$ cat src/rtl/jtag_master.sv
// JTAG master: runs one TAP reset, IR shift, DR shift or idle-clock command at a time on TCK/TMS/TDI/TDO.
// Latency: 2*CLK_DIV clk cycles per TCK period; rsp_valid pulses one cycle after the last high phase ends.
// Backpressure: cmd_ready is low from the cycle after acceptance until the rsp_valid cycle; cmd_valid is ignored meanwhile.
//
// Ports:
//   clk, rst                       system clock, asynchronous active-high reset
//   cmd_valid/cmd_ready            command handshake; cmd_type (00 reset, 01 IR, 10 DR, 11 idle),
//                                  cmd_len (shift length / idle count, saturated to 1..32), cmd_data (TDI, LSB first)
//   rsp_valid/rsp_data             completion pulse and captured TDO bits (LSB first, upper bits zero)
//   jtag_pin_TCK/TMS/TDI/TDO       JTAG pins; TCK comes straight from a flop
// Build option: define JTAG_TDO_SYNC_EN to pass TDO through a two-flop synchronizer and sample it
// on the TCK falling edge instead of the rising edge (use CLK_DIV >= 3 in that build).
module jtag_master #(
    parameter int CLK_DIV = 2
) (
    input  logic        clk,
    input  logic        rst,
    input  logic        cmd_valid,
    output logic        cmd_ready,
    input  logic [1:0]  cmd_type,
    input  logic [5:0]  cmd_len,
    input  logic [31:0] cmd_data,
    output logic        rsp_valid,
    output logic [31:0] rsp_data,
    output logic        jtag_pin_TCK,
    output logic        jtag_pin_TMS,
    output logic        jtag_pin_TDI,
    input  logic        jtag_pin_TDO
);

    typedef enum logic [2:0] {IDLE, PRE, SHIFT, POST, DONE} state_t;

    localparam logic [1:0] CMD_RESET = 2'b00;
    localparam logic [1:0] CMD_IR    = 2'b01;
    localparam logic [1:0] CMD_DR    = 2'b10;
    localparam logic [1:0] CMD_IDLE  = 2'b11;

    localparam int            PW      = $clog2(2 * CLK_DIV);
    localparam logic [PW-1:0] PH_RISE = PW'(CLK_DIV - 1);      // last low-phase cycle
    localparam logic [PW-1:0] PH_FALL = PW'(2 * CLK_DIV - 1);  // last high-phase cycle

    function automatic logic [5:0] eff_len(input logic [5:0] l);
        logic [5:0] r;
        if (l == 6'd0)       r = 6'd1;
        else if (l > 6'd32)  r = 6'd32;
        else                 r = l;
        return r;
    endfunction

    // Number of TCK periods each stage takes for a given command.
    function automatic logic [5:0] stage_len(input state_t s, input logic [1:0] t, input logic [5:0] len);
        logic [5:0] r;
        r = 6'd0;
        case (s)
            PRE: begin
                case (t)
                    CMD_RESET: r = 6'd6;
                    CMD_IR:    r = 6'd4;
                    CMD_DR:    r = 6'd3;
                    default:   r = 6'd0;
                endcase
            end
            SHIFT:   r = (t == CMD_RESET) ? 6'd0 : len;
            POST:    r = (t == CMD_IR || t == CMD_DR) ? 6'd2 : 6'd0;
            default: r = 6'd0;
        endcase
        return r;
    endfunction

    // Stages with zero periods are skipped: reset is PRE only, idle clocks are SHIFT only.
    function automatic state_t next_stage(input state_t s, input logic [1:0] t, input logic [5:0] len);
        state_t n;
        if (s == IDLE && stage_len(PRE, t, len) != 6'd0)
            n = PRE;
        else if ((s == IDLE || s == PRE) && stage_len(SHIFT, t, len) != 6'd0)
            n = SHIFT;
        else if (s != POST && stage_len(POST, t, len) != 6'd0)
            n = POST;
        else
            n = DONE;
        return n;
    endfunction

    function automatic logic bit_tms(input state_t s, input logic [1:0] t, input logic [5:0] len,
                                     input logic [5:0] idx);
        logic r;
        r = 1'b0;
        case (s)
            PRE: begin
                case (t)
                    CMD_RESET: r = (idx != 6'd5);
                    CMD_IR:    r = (idx < 6'd2);
                    CMD_DR:    r = (idx == 6'd0);
                    default:   r = 1'b0;
                endcase
            end
            SHIFT:   r = (t == CMD_IR || t == CMD_DR) && (idx == len - 6'd1);
            POST:    r = (idx == 6'd0);
            default: r = 1'b0;
        endcase
        return r;
    endfunction

    function automatic logic bit_tdi(input state_t s, input logic [1:0] t, input logic [31:0] d,
                                     input logic [5:0] idx);
        return (s == SHIFT && (t == CMD_IR || t == CMD_DR)) ? d[idx[4:0]] : 1'b0;
    endfunction

    state_t        state, state_n;
    logic [5:0]    idx, idx_n;
    logic [PW-1:0] phase;
    logic          tck_q, tms_q, tdi_q;
    logic [1:0]    type_q;
    logic [5:0]    len_q;
    logic [31:0]   data_q;
    logic          accept, active, period_end, load_bit, capture_en, tdo_sample;
    logic [1:0]    sel_type;
    logic [5:0]    sel_len;
    logic [31:0]   sel_data;

    assign cmd_ready    = (state == IDLE) || (state == DONE);
    assign rsp_valid    = (state == DONE);
    assign accept       = cmd_valid && cmd_ready;
    assign active       = (state == PRE) || (state == SHIFT) || (state == POST);
    assign period_end   = active && (phase == PH_FALL);
    assign capture_en   = (state == SHIFT) && (type_q == CMD_IR || type_q == CMD_DR);

    // The first bit of a new command is computed from the incoming fields, later bits from the registered ones.
    assign sel_type = accept ? cmd_type : type_q;
    assign sel_len  = accept ? eff_len(cmd_len) : len_q;
    assign sel_data = accept ? cmd_data : data_q;

    assign jtag_pin_TCK = tck_q;
    assign jtag_pin_TMS = tms_q;
    assign jtag_pin_TDI = tdi_q;

    always_ff @(posedge clk or posedge rst) begin
        if (rst) begin
            state <= IDLE;
            idx   <= 6'd0;
        end else begin
            state <= state_n;
            idx   <= idx_n;
        end
    end

    always_comb begin
        state_n  = state;
        idx_n    = idx;
        load_bit = 1'b0;
        case (state)
            IDLE, DONE: begin
                state_n = IDLE;
                if (accept) begin
                    state_n  = next_stage(IDLE, sel_type, sel_len);
                    idx_n    = 6'd0;
                    load_bit = 1'b1;
                end
            end
            PRE, SHIFT, POST: begin
                if (period_end) begin
                    if (idx == stage_len(state, type_q, len_q) - 6'd1) begin
                        state_n  = next_stage(state, type_q, len_q);
                        idx_n    = 6'd0;
                        load_bit = (state_n != DONE);
                    end else begin
                        idx_n    = idx + 6'd1;
                        load_bit = 1'b1;
                    end
                end
            end
            default: state_n = IDLE;
        endcase
    end

`ifdef JTAG_TDO_SYNC_EN
    logic tdo_s1, tdo_s2;
    always_ff @(posedge clk or posedge rst) begin
        if (rst) begin
            tdo_s1 <= 1'b0;
            tdo_s2 <= 1'b0;
        end else begin
            tdo_s1 <= jtag_pin_TDO;
            tdo_s2 <= tdo_s1;
        end
    end
    // Synchronizer delay is absorbed by waiting until the falling TCK edge.
    assign tdo_sample = capture_en && (phase == PH_FALL);
    wire   tdo_bit    = tdo_s2;
`else
    assign tdo_sample = capture_en && (phase == PH_RISE);
    wire   tdo_bit    = jtag_pin_TDO;
`endif

    always_ff @(posedge clk or posedge rst) begin
        if (rst) begin
            phase    <= '0;
            tck_q    <= 1'b0;
            tms_q    <= 1'b1;
            tdi_q    <= 1'b0;
            type_q   <= 2'b00;
            len_q    <= 6'd1;
            data_q   <= 32'd0;
            rsp_data <= 32'd0;
        end else begin
            if (accept) begin
                type_q   <= cmd_type;
                len_q    <= eff_len(cmd_len);
                data_q   <= cmd_data;
                rsp_data <= 32'd0;
            end

            if (load_bit || period_end)
                phase <= '0;
            else if (active)
                phase <= phase + 1'b1;

            if (active && phase == PH_RISE)
                tck_q <= 1'b1;
            else if (period_end)
                tck_q <= 1'b0;

            // TMS/TDI change only at the start of a low phase; they hold through DONE and IDLE.
            if (load_bit) begin
                tms_q <= bit_tms(state_n, sel_type, sel_len, idx_n);
                tdi_q <= bit_tdi(state_n, sel_type, sel_data, idx_n);
            end

            if (tdo_sample)
                rsp_data[idx[4:0]] <= tdo_bit;
        end
    end

endmodule

$ cat config.mk
export PLATFORM = sky130hd
export DESIGN_NAME = jtag_master
export DESIGN_NICKNAME = d
export VERILOG_FILES = /design/src/rtl/jtag_master.sv
export SDC_FILE = /design/constraint.sdc
export NUM_CORES = 1
export LEC_CHECK = 0
export ABC_AREA = 1
export BUFFER_PORTS_ARGS = -buffer_cell sky130_fd_sc_hd__buf_2
export CORE_ASPECT_RATIO = 0.7
export CORE_MARGIN = 5
export CORE_UTILIZATION = 50
export DETAILED_ROUTE_END_ITERATION = 8
export PLACE_DENSITY_LB_ADDON = 0.15
export REMOVE_ABC_BUFFERS = 1
export SLEW_MARGIN = 20
export SYNTH_ARGS = -nofsm -noshare
export SYNTH_HDL_FRONTEND = slang
export SYNTH_SLANG_ARGS = --single-unit
$ cat constraint.sdc
create_clock -name clk -period 2.7 [get_ports clk]
set_input_delay 0.405 -clock clk [delete_from_list [all_inputs] [get_ports clk]]
set_output_delay 0.405 -clock clk [all_outputs]
set_load 0.03 [all_outputs]
Word-level counts from Yosys, hierarchy flattened
Index checks and enable logic that the tools add are counted.

Reduce and logical (&&, ||, !) cells: 33. Magnitude comparators: 5. Add/subtract/negate cells: 4. Equality and inequality tests: 18. Mux-type cells: 70.

Operator list (count): $mux W6 (31); $mux W32 (3); $mux W3 (12); $reduce_bool A6 Y1 (6); $bwmux W32 (1); $pmux W3 S3 (2); $pmux W6 S3 (1); $eq A3 B2 Y1 const B (4); $eq A6 B6 Y1 (2); $logic_not A6 Y1 (2); $lt A5 B6 Y1 const B (2); $pmux W6 S2 (1); $sub A6 B1 Y6 const B (2); $logic_and A1 B1 Y1 (11); $mux W2 (5); $mux W1 (8); $logic_or A1 B1 Y1 (7); $add A6 B1 Y6 const B (1); $eq A2 B1 Y1 const B (3); $eq A2 B2 Y1 const B (3); $eq A3 B1 Y1 const B (2); $gt A6 B6 Y1 const B (1); $lt A6 B2 Y1 const B (1); $ne A6 B3 Y1 const B (1); 15 further kinds (18).

Output and inout bits: 37. Input port bits: 44. Logic and storage cells: 140. Register bits: 86.

Depth between registers and ports, before layout
Depth after elaboration: 38. Mapped depth: 30. Depth with buffers taken out: 29.

Least setup slack after synthesis
OpenSTA, ideal clock, no wires.

Path type: flip-flop to flip-flop. Start point: reg state[1]. End point: reg tms_q, in the netlist jtag_pin_TMS. Period minus slack after synthesis: 2972 ps. Cell stages (with the launch flop): 17. Arrival: 2911 ps. Path slack: -272 ps. Buffers on the path: 4. Cell sequence: dfrtp_1 > buf_2 > nor2_4 > nand2_1 > clkbuf_1 > clkbuf_1 > clkbuf_1 > o21ai_0 > inv_1 > ha_1 > o21ai_0 > inv_1 > nor3_1 > nand2_1 > nand3_1 > nand2_1 > nand2_1.

Longest elaborated chain between the ends: 19.

Ends and longest elaborated chain: from (decl) (RTL line 109) `state_t state, state_n;`; from (signal assigned) (RTL line 142) `state <= state_n;`; $eq A3 B3 Y1 or $logic_not A3 Y1 (tied branches) (RTL line 121) `assign cmd_ready = (state == IDLE) || (state == DONE);`; $logic_or A1 B1 Y1 * (RTL line 121); named net cmd_ready (RTL line 19) `output logic cmd_ready,`; $logic_and A1 B1 Y1 * (RTL line 123) `assign accept = cmd_valid && cmd_ready;`; $mux W2 *; named net sel_type[0] (RTL line 117) `logic [1:0] sel_type;`; $eq A2 B1 Y1 or $eq A2 B2 Y1 (tied branches) (RTL line 56, 64); $logic_or A1 B1 Y1 (RTL line 64) `POST: r = (t == CMD_IR || t == CMD_DR) ? 6'd2 : 6'd0;`; [6 not listed]; $mux W3 (RTL line 77) `else if (s != POST && stage_len(POST, t, len) != 6'd0)`; $mux W3 (RTL line 75) `else if ((s == IDLE || s == PRE) && stage_len(SHIFT, t, len) != 6'd0)`; $mux W3 * (RTL line 73) `if (s == IDLE && stage_len(PRE, t, len) != 6'd0)`; $mux W3 * (RTL line 154) `if (accept) begin`; $pmux W3 S2 * (RTL line 151) `case (state)`; named net state_n[0] (RTL line 109); $eq A3 B2 Y1 or $eq A3 B1 Y1 (tied branches) (RTL line 88) `case (s)`; $pmux W1 S3 * (RTL line 88); to (signal assigned) (RTL line 225) `tms_q <= bit_tms(state_n, sel_type, sel_len, idx_n);`; to (decl) (RTL line 112) `logic tck_q, tms_q, tdi_q;`.

Mark *: on every way through the listed nets, which the timed path passes. The rest lies on a longest branch. The select of a mux whose other input is x is not followed. A chain may end at the register's enable or synchronous reset.

Final worst setup path
Start point: reg type_q[1]. End point: reg tdi_q, in the netlist jtag_pin_TDI.

Longest elaborated chain between the ends: 22.

Ends and longest elaborated chain: from (decl) (RTL line 113) `logic [1:0] type_q;`; from (signal assigned) (RTL line 207) `type_q <= cmd_type;`; parallel branches: the longest is 22 deep, another holds $sub A6 B1 Y6; to (signal assigned) (RTL line 226) `tdi_q <= bit_tdi(state_n, sel_type, sel_data, idx_n);`; to (decl) (RTL line 112).

Several ways; the timed one is not identified. The select of a mux whose other input is x is not followed.

==> metrics.yaml <==
outcome: "finished, violations left"
violations: "negative setup slack"
clock_latency_ns: 0.34
yosysTopAreaCell: "dfrtp_1"
worstSetupEndpointType: "register"
grt_util_all_layers_pct: 24.64
max_stage_delay_ns: 0.38
cts_buffers: 9
dp_cells: 939
synth_common_cells: "nand2_1 (202), nand3_1 (94), dfrtp_1 (84), inv_1 (84), o21ai_0 (60)"
preCtsSetupSlack_ns: -0.5126
grt_pass1_vias: 4931
htreeDepth: 3
drtIter0Drc: 414
fin_crit_ns: 3.198
leakage_nw: 3.536
drive_gt1_share_pct: 30.20
wl_um: 14840
drc: 0
synth_edf_count: 0
timing.setup.tns_ns: -0.9863
relSlewSlack_pct: 46.60
clkTransAtPathRegs_ns: 0.06
fin_nets: 897
clockRootBuffer: "clkbuf_16"
drt-wirelength-per-cell_um: 15.31
crit_required_ns: 2.92
area_growth_pct: 34.18
dieArea_um2: 12230
start_kind: "register"
cp.arrival_ns: 3.42
antenna_found_initial: 0
synth-seq-cells: 86
vias: 5067
cts_sinks: 86
hold_viol_final: 0
async_flop_share_pct: 100.0
rows: 30
syn_inst: 690
synthFlopType: "dfrtp_1"
yosysMostFrequentCell: "nand2_1"
synth_cell_types: 35
syn_area_um2: 5045
chipWidth_um: 130.1
vias_per_cell: 5.229
initial_core_util_pct: 51.69
slowest_stage: "dfrtp_1"
hpwl_um: 10500
dpl_cell_area_um2: 6020
fin_area_um2: 6769
crit_type: "register to register"
core-area_um2: 9759
finalSetupViolations: 3
io_pins: 81
synthTopCellsByArea: "dfrtp_1 (42%), nand2_1 (15%), nand3_1 (9.3%)"
setup_ws_ns: -0.4975
period_share_pct: 118.4
overflow: 0
n_antenna_cell: 0
clockBufferDepth: 2
cts_tree: "built"
rsz0062_at_grt: "yes"
synth_warnings: 0
path_max_fanout: 6
fin_worst_skew_ns: 0.006453
cap_violations: 0
hold_path_class: "input port to async pin"
drt_first_pass_iters: 5
cpMostUsedCell: "nand2_1"
grt_pass1_wl_um: 23870
power.total_mw: 8.974
fmax_mhz: 312.7
finalWeightedCongestion: 0.9203
ir_worst_vdd_mv: 0.7051
grt_max_degree: 58
final_max_slew_viol_count: 0
io_buffers: 80
syn_area_per_cell_um2: 7.311
die_h_um: 94.04
instances_no_fill: 969
p_per_area_nw_per_um2: 1326
yosysTopAreaCellShare_pct: 41.67
worst_slew_pin_slew_ns: 0.8002
ys_seq_area_share_pct: 42.71
postRouteAntennaNets: 0
==> report_power, final <==
part           switching [mW]  internal, mW  leakage, nW  total (mW)
Clock                   0.520         0.909        0.160        1.43
Sequential              0.266          1.74         1.08        2.01
Combinational            3.18          2.36         2.29        5.54
Total                    3.97          5.01         3.54        8.97
==> placed cells by master (no fill, tap or decap), types with 4 or more instances in the layout <==
master	instances
nand2_2	12
or2_2	17
nand3_2	9
inv_1	79
o21ai_0	56
clkbuf_16	9
buf_4	62
nand4_1	10
ha_1	13
nor2_2	8
buf_2	80
dfrtp_1	84
buf_12	4
nor2_4	10
o21ai_1	4
buf_6	11
inv_2	7
nor2_1	32
nor3_1	7
nand3_1	86
a21oi_1	5
nand2_1	189
xor2_1	7
==> stage by stage <==
step / utilization (%) / hold slack, ns
floorplan: - / 0.4449
global placement: 61.68 / 0.4481
detailed placement: 61.68 / 0.4648
CTS: 67.19 / 0.1093
global route: 69.36 / 0.1405
finish: 69.36 / 0.1016
==> flip-flops by register name, indices dropped and copies added (netlist names), 2 cells and up <==
register	cells
state	3
data_q	32
phase	2
len_q	6
rsp_data	32
type_q	2
idx	6
==> what timing repair did <==
action                     CTS  global route
setup endpoints to repair    7            11
setup buffers                8             5
cloned                       1             0
gates resized for setup     34            41
pin swaps                   29            34
hold buffers                 0             0
==> path summary, 6_finish.rpt <==
path	start	to	slack (ns)	cells after the start
min reg2reg	jtag_pin_TMS	jtag_pin_TMS	0.48	2
max	type_q[1]	jtag_pin_TDI	-0.50	26
min	rst	rsp_data[21]	0.10	2
max reg2reg	type_q[1]	jtag_pin_TDI	-0.50	26
min in group clk	cmd_data[27]	data_q[27]	0.28	3
max in group asynchronous	rst	len_q[0]	1.86	3
==> critical path, delay by kind of cell (launching register included) <==
family        cells  cell delay, ns
simple gates     19            1.74
buf+inv           6            0.76
flops             1            0.38
fa+ha+maj         1            0.19
==> logic make-up (layout without fill, tap and decap cells) <==
kind of cell / Yosys count / after routing / share of synthesized area, %
AND/OR/NAND/NOR: 388 / 388 / 34.50
buffers and inverters: 112 / 263 / 8.755
flip-flops: 86 / 86 / 42.71
AO/OA/AOI/OAI: 76 / 76 / 7.912
adder cells (fa/ha/maj): 17 / 17 / 4.216
XOR/XNOR: 11 / 11 / 1.910
==> area by class of cell <==
cell class / instances / area [µm²]
fillers: 775 / 2990
multi-input cells: 492 / 2675
flip-flops and latches: 86 / 2155
repair buffers: 158 / 1097
inverters: 89 / 342.8
clock buffers: 11 / 232.7
well taps: 128 / 160.2
clock inverters: 5 / 106.4
==> metal layers <==
layer	GRT usage (%)	wire length, µm	vias to the layer above
met5	0	0	-
met4	4.844	173	0
met3	5.114	836	21
met2	38.74	6825	151
met1	35.31	7002	2403
li1	-	-	2492
No activity file was read; power rests on OpenSTA's default activity.
